<file path="config.mk">
export PLATFORM = sky130hd
export DESIGN_NAME = pipe_hazard_ctrl
export DESIGN_NICKNAME = d
export VERILOG_FILES = /design/src/rtl/pipe_hazard_ctrl.sv
export SDC_FILE = /design/constraint.sdc
export NUM_CORES = 1
export LEC_CHECK = 0
export ABC_AREA = 1
export CORE_ASPECT_RATIO = 0.75
export CORE_MARGIN = 5
export CORE_UTILIZATION = 23
export DETAILED_ROUTE_END_ITERATION = 16
export PLACE_DENSITY = 0.65
export SLEW_MARGIN = 20
export SYNTH_ARGS = -nofsm -noshare
export SYNTH_HDL_FRONTEND = slang
export SYNTH_SLANG_ARGS = --single-unit
</file>
<file path="constraint.sdc">
create_clock -name clk -period 2.4 [get_ports clk]
set_clock_uncertainty 0.1 [all_clocks]
set_input_delay 0.48 -clock clk [delete_from_list [all_inputs] [get_ports clk]]
set_output_delay 0.48 -clock clk [all_outputs]
set_load 0.05 [all_outputs]
</file>
<file path="src/rtl/pipe_hazard_ctrl.sv">
// pipe_hazard_ctrl: hazard and forwarding controller for a 5-stage pipeline.
// - Generates the forwarding selects for both EX operand muxes. Operand B is
//   selected before the RD2/IMM ALU-source mux.
// - Detects load-use hazards. On a hazard it stalls PC and IF/ID and injects
//   an ID/EX bubble.
// - Flushes wrong-path instructions on a taken branch.
// - Sequences multicycle EX ops (mul/div) with a RUN/MC_BUSY latency FSM.
// Optional feature: define HAZARD_PERF_CNT_EN to add the saturating
// stall_cycles and flush_count performance counters and their ports.
module pipe_hazard_ctrl #(
  parameter int REG_ADDR_W = 5,
  parameter int MULTI_LAT  = 4
) (
  input  logic                  clk,
  input  logic                  rst_n,
  input  logic [REG_ADDR_W-1:0] id_rs1,
  input  logic [REG_ADDR_W-1:0] id_rs2,
  input  logic [REG_ADDR_W-1:0] ex_rs1,
  input  logic [REG_ADDR_W-1:0] ex_rs2,
  input  logic [REG_ADDR_W-1:0] ex_rd,
  input  logic                  ex_mem_read,
  input  logic                  ex_multi_start,
  input  logic [REG_ADDR_W-1:0] mem_rd,
  input  logic                  mem_reg_write,
  input  logic [REG_ADDR_W-1:0] wb_rd,
  input  logic                  wb_reg_write,
  input  logic                  branch_taken,
  output logic                  pc_stall,
  output logic                  if_id_stall,
  output logic                  id_ex_bubble,
  output logic                  if_id_flush,
  output logic                  ex_hold,
  output logic                  mc_done,
  output logic [1:0]            fwd_a_sel,
  output logic [1:0]            fwd_b_sel
`ifdef HAZARD_PERF_CNT_EN
  ,
  output logic [31:0]           stall_cycles,
  output logic [31:0]           flush_count
`endif
);

  // A counter of clog2(MULTI_LAT) bits is just wide enough to hold MULTI_LAT-1.
  localparam int CNT_W = (MULTI_LAT > 2) ? $clog2(MULTI_LAT) : 1;
  localparam logic [CNT_W-1:0] CNT_LOAD = CNT_W'(MULTI_LAT - 1);
  localparam logic [CNT_W-1:0] CNT_ONE  = CNT_W'(1);
  localparam logic [CNT_W-1:0] CNT_ZERO = '0;

  localparam logic [1:0] SEL_RF  = 2'b00;
  localparam logic [1:0] SEL_WB  = 2'b01;
  localparam logic [1:0] SEL_MEM = 2'b10;

  typedef enum logic {
    RUN     = 1'b0,
    MC_BUSY = 1'b1
  } state_e;

  state_e           state_q, state_d;
  logic [CNT_W-1:0] cnt_q, cnt_d;

  logic             load_use;
  logic [1:0]       fwd_a_raw;
  logic [1:0]       fwd_b_raw;

  // Forwarding priority: the youngest producer (MEM) beats WB; x0 never forwards.
  function automatic logic [1:0] fwd_select(
    input logic [REG_ADDR_W-1:0] src,
    input logic [REG_ADDR_W-1:0] m_rd,
    input logic                  m_we,
    input logic [REG_ADDR_W-1:0] w_rd,
    input logic                  w_we
  );
    logic [1:0] sel;
    sel = SEL_RF;
    if (m_we && (m_rd != '0) && (m_rd == src)) begin
      sel = SEL_MEM;
    end else if (w_we && (w_rd != '0) && (w_rd == src)) begin
      sel = SEL_WB;
    end
    return sel;
  endfunction

`ifdef HAZARD_PERF_CNT_EN
  // Increment that sticks at all-ones instead of wrapping.
  function automatic logic [31:0] sat_inc(input logic [31:0] val);
    logic [31:0] res;
    res = val;
    if (val != 32'hFFFF_FFFF) begin
      res = val + 32'd1;
    end
    return res;
  endfunction
`endif

  // Forwarding selects and the load-use condition are pure decode of the pipe registers.
  always_comb begin
    fwd_a_raw = fwd_select(ex_rs1, mem_rd, mem_reg_write, wb_rd, wb_reg_write);
    fwd_b_raw = fwd_select(ex_rs2, mem_rd, mem_reg_write, wb_rd, wb_reg_write);
    load_use  = ex_mem_read && (ex_rd != '0) &&
                ((ex_rd == id_rs1) || (ex_rd == id_rs2));
  end

  // State and latency counter; reset aborts any multicycle op in flight.
  always_ff @(posedge clk or negedge rst_n) begin
    if (!rst_n) begin
      state_q <= RUN;
      cnt_q   <= CNT_ZERO;
    end else begin
      state_q <= state_d;
      cnt_q   <= cnt_d;
    end
  end

  // Next-state and Mealy outputs; everything is forced low while reset is asserted.
  always_comb begin
    state_d      = state_q;
    cnt_d        = cnt_q;
    pc_stall     = 1'b0;
    if_id_stall  = 1'b0;
    id_ex_bubble = 1'b0;
    if_id_flush  = 1'b0;
    ex_hold      = 1'b0;
    mc_done      = 1'b0;
    fwd_a_sel    = SEL_RF;
    fwd_b_sel    = SEL_RF;

    if (rst_n) begin
      // Forwarding stays live in both states, including while EX is held.
      fwd_a_sel = fwd_a_raw;
      fwd_b_sel = fwd_b_raw;

      unique case (state_q)
        RUN: begin
          if (ex_multi_start) begin
            // Multicycle entry outranks branch and load-use in the same cycle.
            pc_stall    = 1'b1;
            if_id_stall = 1'b1;
            ex_hold     = 1'b1;
            cnt_d       = CNT_LOAD;
            state_d     = MC_BUSY;
          end else if (branch_taken) begin
            // A taken branch wins over load-use so the PC can load the target.
            if_id_flush  = 1'b1;
            id_ex_bubble = 1'b1;
          end else if (load_use) begin
            pc_stall     = 1'b1;
            if_id_stall  = 1'b1;
            id_ex_bubble = 1'b1;
          end
        end

        MC_BUSY: begin
          pc_stall    = 1'b1;
          if_id_stall = 1'b1;
          ex_hold     = 1'b1;
          if (cnt_q != CNT_ZERO) begin
            cnt_d = cnt_q - CNT_ONE;
          end
          if (cnt_q == CNT_ONE) begin
            // Final cycle: result is valid, EX is released, back to RUN.
            mc_done = 1'b1;
            ex_hold = 1'b0;
            state_d = RUN;
          end
        end

        default: begin
          state_d = RUN;
          cnt_d   = CNT_ZERO;
        end
      endcase
    end
  end

`ifdef HAZARD_PERF_CNT_EN
  // Saturating counts of stall cycles and flush cycles.
  always_ff @(posedge clk or negedge rst_n) begin
    if (!rst_n) begin
      stall_cycles <= 32'd0;
      flush_count  <= 32'd0;
    end else begin
      if (pc_stall) begin
        stall_cycles <= sat_inc(stall_cycles);
      end
      if (if_id_flush) begin
        flush_count <= sat_inc(flush_count);
      end
    end
  end
`endif

endmodule
</file>
# Yosys cells after proc, flatten, opt, wreduce, memory -nomap -nowiden

Cells that the tools add are included.

Bits of input ports: 42
Flip-flop bits (word level): 3

Reductions and logical operators: 14
Muxes and demuxes: 29
Bitwise gates (word level): 1
Eq/ne operators: 9
Add/subtract/negate cells: 1

Operators by type and width:

| cell                  | count |
|---|---|
| $eq A5 B5 Y1          | 6 |
| $mux W1               | 20 |
| $reduce_bool A5 Y1    | 3 |
| $mux W2               | 6 |
| $logic_and A1 B1 Y1   | 8 |
| $pmux W1 S2           | 2 |
| $pmux W2 S2           | 1 |
| $reduce_and A3 Y1     | 1 |
| $eq A2 B1 Y1 const B  | 1 |
| $ne A2 B1 Y1 const B  | 1 |
| $ne A2 B2 Y1 const B  | 1 |
| $reduce_bool A2 Y1    | 1 |
| $sub A2 B1 Y2 const B | 1 |
| $logic_or A1 B1 Y1    | 1 |
| $not A1 Y1            | 1 |

# Longest topological paths before layout

Gate-level depths: netlist of run 1.

Word-level depth: 8
Gate-level depth with buffers: 9
Depth with buffers taken out: 8

# Worst setup path before layout of run 1

Ideal clock, no wire load.

Path type: input to output
Start: in mem_rd[1]
End: out fwd_a_sel[1]
Path buffers: 0
Stages: 3
Data arrival time: 2189 ps
Setup slack: -369 ps
Cell sequence: xnor2_1 > nand2_1 > nor4_1

Longest elaborated chain between the ends: 5
Elaborated cells between the ends (all ways): 6

RTL lines:

| element               | line | text |
|---|---|---|
| start, declared       | 23   | `input logic [REG_ADDR_W-1:0] mem_rd,` |
| $reduce_bool A5 Y1    | 75   | `if (m_we && (m_rd != '0) && (m_rd == src)) begin` |
| $logic_and A1 B1 Y1   | 75   |  |
| $logic_and A1 B1 Y1 * | 75   |  |
| $mux W2 *             | 75   |  |
| $mux W2 *             | 127  | `if (rst_n) begin` |
| end, declared         | 34   | `output logic [1:0] fwd_a_sel,` |

Every way passes the cells marked *; elsewhere a longest branch is shown, timed or not.

# Worst setup path after layout of run 1

Start: in mem_rd[1]
End: out fwd_b_sel[1]

Longest elaborated chain between the ends: 5
Elaborated cells between the ends (all ways): 6

RTL lines:

| element               | line | text |
|---|---|---|
| $reduce_bool A5 Y1    | 75   |  |
| $logic_and A1 B1 Y1   | 75   |  |
| $logic_and A1 B1 Y1 * | 75   |  |
| $mux W2 *             | 75   |  |
| $mux W2 *             | 127  |  |
| end, declared         | 35   | `output logic [1:0] fwd_b_sel` |

Marks and branches as above.

==> impl_metrics.toml, run 1 <==
[status]
outcome = "completed"

[die]
fp.dieArea_sq_mm = 0.00444
initial_core_util_pct = 24.5
fp_rows = 17
io-pin-count = 52
die_h_um = 58.9
die_w_um = 75.3
placeable_area_sq_mm = 0.00300

[power_and_ir_drop]
pwr-share-comb_pct = 58.7
finalPower_mw = 0.552
power_density_mw_per_mm2 = 362
seqPwrFrac_pct = 15.2
switching_share_pct = 37.6
clock_power_share_pct = 26.1
total_switching_power_mw = 0.208
leak_pwr_nw = 0.829
maximum_vdd_drop_uv = 387
internal_power_mw = 0.345

[worst_setup_path]
critical_path.n_buffers_inverters = 2
cpLargestDelayFamily = "buffers and inverters"
timing.critical_path.slowest_stage_cell = "sky130_fd_sc_hd__clkdlybuf4s50_1"
critPathMaxStageDelay_ns = 0.53
start_kind = "input port"
regToRegStartpoint = "cnt_q[0]$_DFFE_PN0P_"
cp_cell_sequence = "clkdlybuf4s50_1, nor2_1, nand3_2, nand2_2, nor4_4, buf_12"
critPathKind = "in -> out"
worst-r2r-setup-slack_ns = 1.14
rr_endpoint = "cnt_q[0]$_DFFE_PN0P_"
worst-r2r-cell-count = 6
worstSetupEndpointType = "primary output"
crit_fanout = 4
crit_arrival_ns = 1.75
worst-endpoint-required_ns = 1.82

[sta]
final-max-slew-violation-count = 0
tightestPinTransition_ns = 0.260
finalSetupViolations = 0
finalSetupTns_ns = 0
final.period_utilization_pct = 97.0
max_freq_mhz = 430
layout_setup_ws_ns = 0.0731
finalHoldViolations = 0
worst_slew_margin_rel_pct = 82.5
min_period_ns = 2.33

[placed_design]
gp_routability_congestion = 0.788
dp.cells = 222
placed_area_sq_mm = 0.00141
port_buffers = 51
hpwlAfterDp_um = 2160
dpl_worst_slack_ns = -0.0365

[route]
first_drt_pass_iteration_count = 4
drt_first_iter_violations = 36
finalWirelength_um = 2470
post_dr_wirelength_cell_um = 10.9
num_vias = 946
antenna_violating_nets_post_route = 0
route.detailed.drc = 0
vias_per_cell = 4.19

[finish]
fill_cells = 302
multi_input_area_sq_um = 609
layout.cell_area.non_filler_sq_mm = 0.00153
ff_latch_area_sq_um = 75.1
antenna_cells = 0
drive_gt1_share_pct = 14.9
layout-area-overhead-vs-synth_pct = 108
final_instance_count_without_filler_cells = 226
fin_nets = 233

[clock_network]
numCtsBuffers = 3
cts.root.buffer_cell = "sky130_fd_sc_hd__clkbuf_8"
clk_latency_ns = 0.21
tritoncts = "done"
htree_depth = 1
clock_tree.buffer_depth = 2
cts.sinks = 3
postCtsSetupRepairBufs = 0
clock_pin_slew_worst_setup_and_hold_paths_ns = 0.03

[synthesis]
synth_adder_area_share_pct = 3.41
synth.avg_cell_area_sq_um = 5.52
synth_sequential_area_ratio_pct = 10.2
synth-simple-area-share_pct = 43.1
yosysWarningCount = 0
compound_gate_portion_of_the_synthesized_area_pct = 7.33
synth_cell_types = 21
synth_seq_cells = 3
combinational_family_with_the_most_area_after_synthesis = "simple AND/OR/NAND/NOR gates"
synthesis.nets = 177
syn_inst = 133
syn_area_sq_um = 734
synthMuxAreaShare_pct = 0
post_synth_xor_area_fraction_pct = 22.7

[worst_hold_path]
min_path_cells = 1
timing.hold.worst_endpoint = "cnt_q[0]$_DFFE_PN0P_"
holdCritStartpoint = "cnt_q[0]$_DFFE_PN0P_"
min_delay_worst_type = "reg -> reg"

[global_route]
first_global_vias = 872
globalRouteTotalUtil_pct = 10.9
maximum_number_of_pins_on_one_net_before_global_route_repair = 7
grt_antenna_before_repair = 0
grt_first_pass_wirelength_um = 3780
grt_remaining_overflow = 0

[run]
max-cap-violations = 0
## layer usage
metal  global-route usage [%]  wire length, um  up-vias
met1                     15.7             1150      399
met4                     2.99               14        0
met2                     16.4             1140       25
met3                     2.05              173        2
li1                         -                -      520
met5                        0                0        -
## Yosys cell counts (all sizes together)
master	n	area, sq um
buf	1	7.51
inv	23	86.3
clkinv	1	3.75
o21ai	6	30.0
o22ai	1	6.26
dfrtp	3	75.1
nand2	38	145
nor2	19	71.3
nand3	10	60.1
nand4	1	6.26
ha	2	25.0
or2	1	6.26
nor3	3	15.0
a22oi	1	7.51
a21oi	2	10.0
nor4	2	12.5
xnor2	19	166
## worst register-to-register path, stage by stage (launching register included)
cell and delay, ns:
sky130_fd_sc_hd__dfrtp_1 0.37, sky130_fd_sc_hd__inv_1 0.06, sky130_fd_sc_hd__ha_1 0.19, sky130_fd_sc_hd__nand2_1 0.07
sky130_fd_sc_hd__nand3_2 0.10, sky130_fd_sc_hd__o21ai_0 0.15, sky130_fd_sc_hd__o21ai_0 0.10
## cells in the final DEF, fill, tap and decap left out
| cell type | synthesis | final |
|---|---|---|
| sky130_fd_sc_hd__nand2_1 | 37 | 36 |
| sky130_fd_sc_hd__clkdlybuf4s50_1 | 0 | 25 |
| sky130_fd_sc_hd__inv_1 | 19 | 19 |
| sky130_fd_sc_hd__xnor2_1 | 19 | 19 |
| sky130_fd_sc_hd__nor2_1 | 19 | 17 |
| sky130_fd_sc_hd__dlymetal6s2s_1 | 0 | 16 |
| sky130_fd_sc_hd__buf_12 | 0 | 10 |
| sky130_fd_sc_hd__nand3_1 | 8 | 8 |
| sky130_fd_sc_hd__inv_2 | 4 | 4 |
| sky130_fd_sc_hd__o21ai_1 | 3 | 3 |
| sky130_fd_sc_hd__o21ai_0 | 3 | 3 |
| sky130_fd_sc_hd__clkbuf_8 | 0 | 3 |
| sky130_fd_sc_hd__dfrtp_1 | 3 | 3 |
| sky130_fd_sc_hd__a21oi_1 | 2 | 2 |
| sky130_fd_sc_hd__nand3_2 | 2 | 2 |
| sky130_fd_sc_hd__nand2_2 | 1 | 2 |
| sky130_fd_sc_hd__nor3_2 | 0 | 2 |
| sky130_fd_sc_hd__nor2_2 | 0 | 2 |
| sky130_fd_sc_hd__nor4_4 | 0 | 2 |
| sky130_fd_sc_hd__ha_1 | 2 | 2 |
| sky130_fd_sc_hd__nor3_1 | 3 | 1 |
| sky130_fd_sc_hd__or2_1 | 1 | 1 |
| sky130_fd_sc_hd__clkinv_1 | 1 | 1 |
| sky130_fd_sc_hd__nand4_1 | 1 | 1 |
| sky130_fd_sc_hd__o22ai_1 | 1 | 1 |
| sky130_fd_sc_hd__a22oi_1 | 1 | 1 |
| sky130_fd_sc_hd__clkbuf_1 | 0 | 1 |
| sky130_fd_sc_hd__buf_4 | 1 | 1 |
## registers in the layout, indices dropped and copies added (netlist names)
register  count
cnt_q         2
state_q       1
## logic make-up (layout without fill, tap and decap cells)
group / after synthesis / count (layout)
AOI/OAI and AO/OA: 10 / 10
xor gates and xnor gates: 19 / 19
adders and majority gates: 2 / 2
buffers and inverters: 25 / 80
DFF: 3 / 3
and+or+nand+nor: 74 / 74
## per-stage QoR
stage	hold slack [ns]	util (%)
after floorplan	0.0844	-
after global placement	0.426	46.9
after detailed placement	0.427	46.9
after CTS	0.429	48.4
after global routing	0.490	50.9
final	0.422	50.9
## what timing repair did
action                     CTS  global route
pin swaps                    0             8
hold endpoints to repair     0             0
gates resized for setup      1            22
hold buffers                 0             0
setup endpoints to repair    2             7
## area by class of cell
class,count,share of cell area [%]
inverter,24,5.91
multi-input combinational,105,40.0
tap,38,3.12
sequential,3,4.92
timing repair buffer,52,43.2
clock buffer,4,2.95
## how the worst max path moves through the flow
stage,start,endpoint,cells past startpoint
6_report,mem_rd[1],fwd_b_sel[1],6
5_1_grt,ex_rs2[0],fwd_b_sel[0],6
4_1_cts,mem_rd[2],fwd_b_sel[1],6
3_5_place_dp,ex_rd[0],if_id_stall,10
3_3_place_gp,ex_rd[0],pc_stall,10
2_1_floorplan,mem_rd[1],fwd_a_sel[1],3
## power by group through the flow
| stage | logic, mW | clock network [mW] | registers [mW] |
|---|---|---|---|
| floorplan | 0.166 | 0 | 0.0813 |
| global placement | 0.321 | 0 | 0.0837 |
| detailed placement | 0.322 | 0 | 0.0850 |
| CTS | 0.325 | 0.149 | 0.0842 |
| global route | 0.358 | 0.154 | 0.0884 |
| finish | 0.324 | 0.144 | 0.0839 |
No activity file was read; power rests on OpenSTA's default activity.
==> run 2: changes to the inputs <==
Settings changed: CAP_MARGIN set to 10, CTS_CLUSTER_SIZE set to 16.
==> results of run 2 <==
Same layout as run 1: the final DEF is identical, and so are final timing and power.
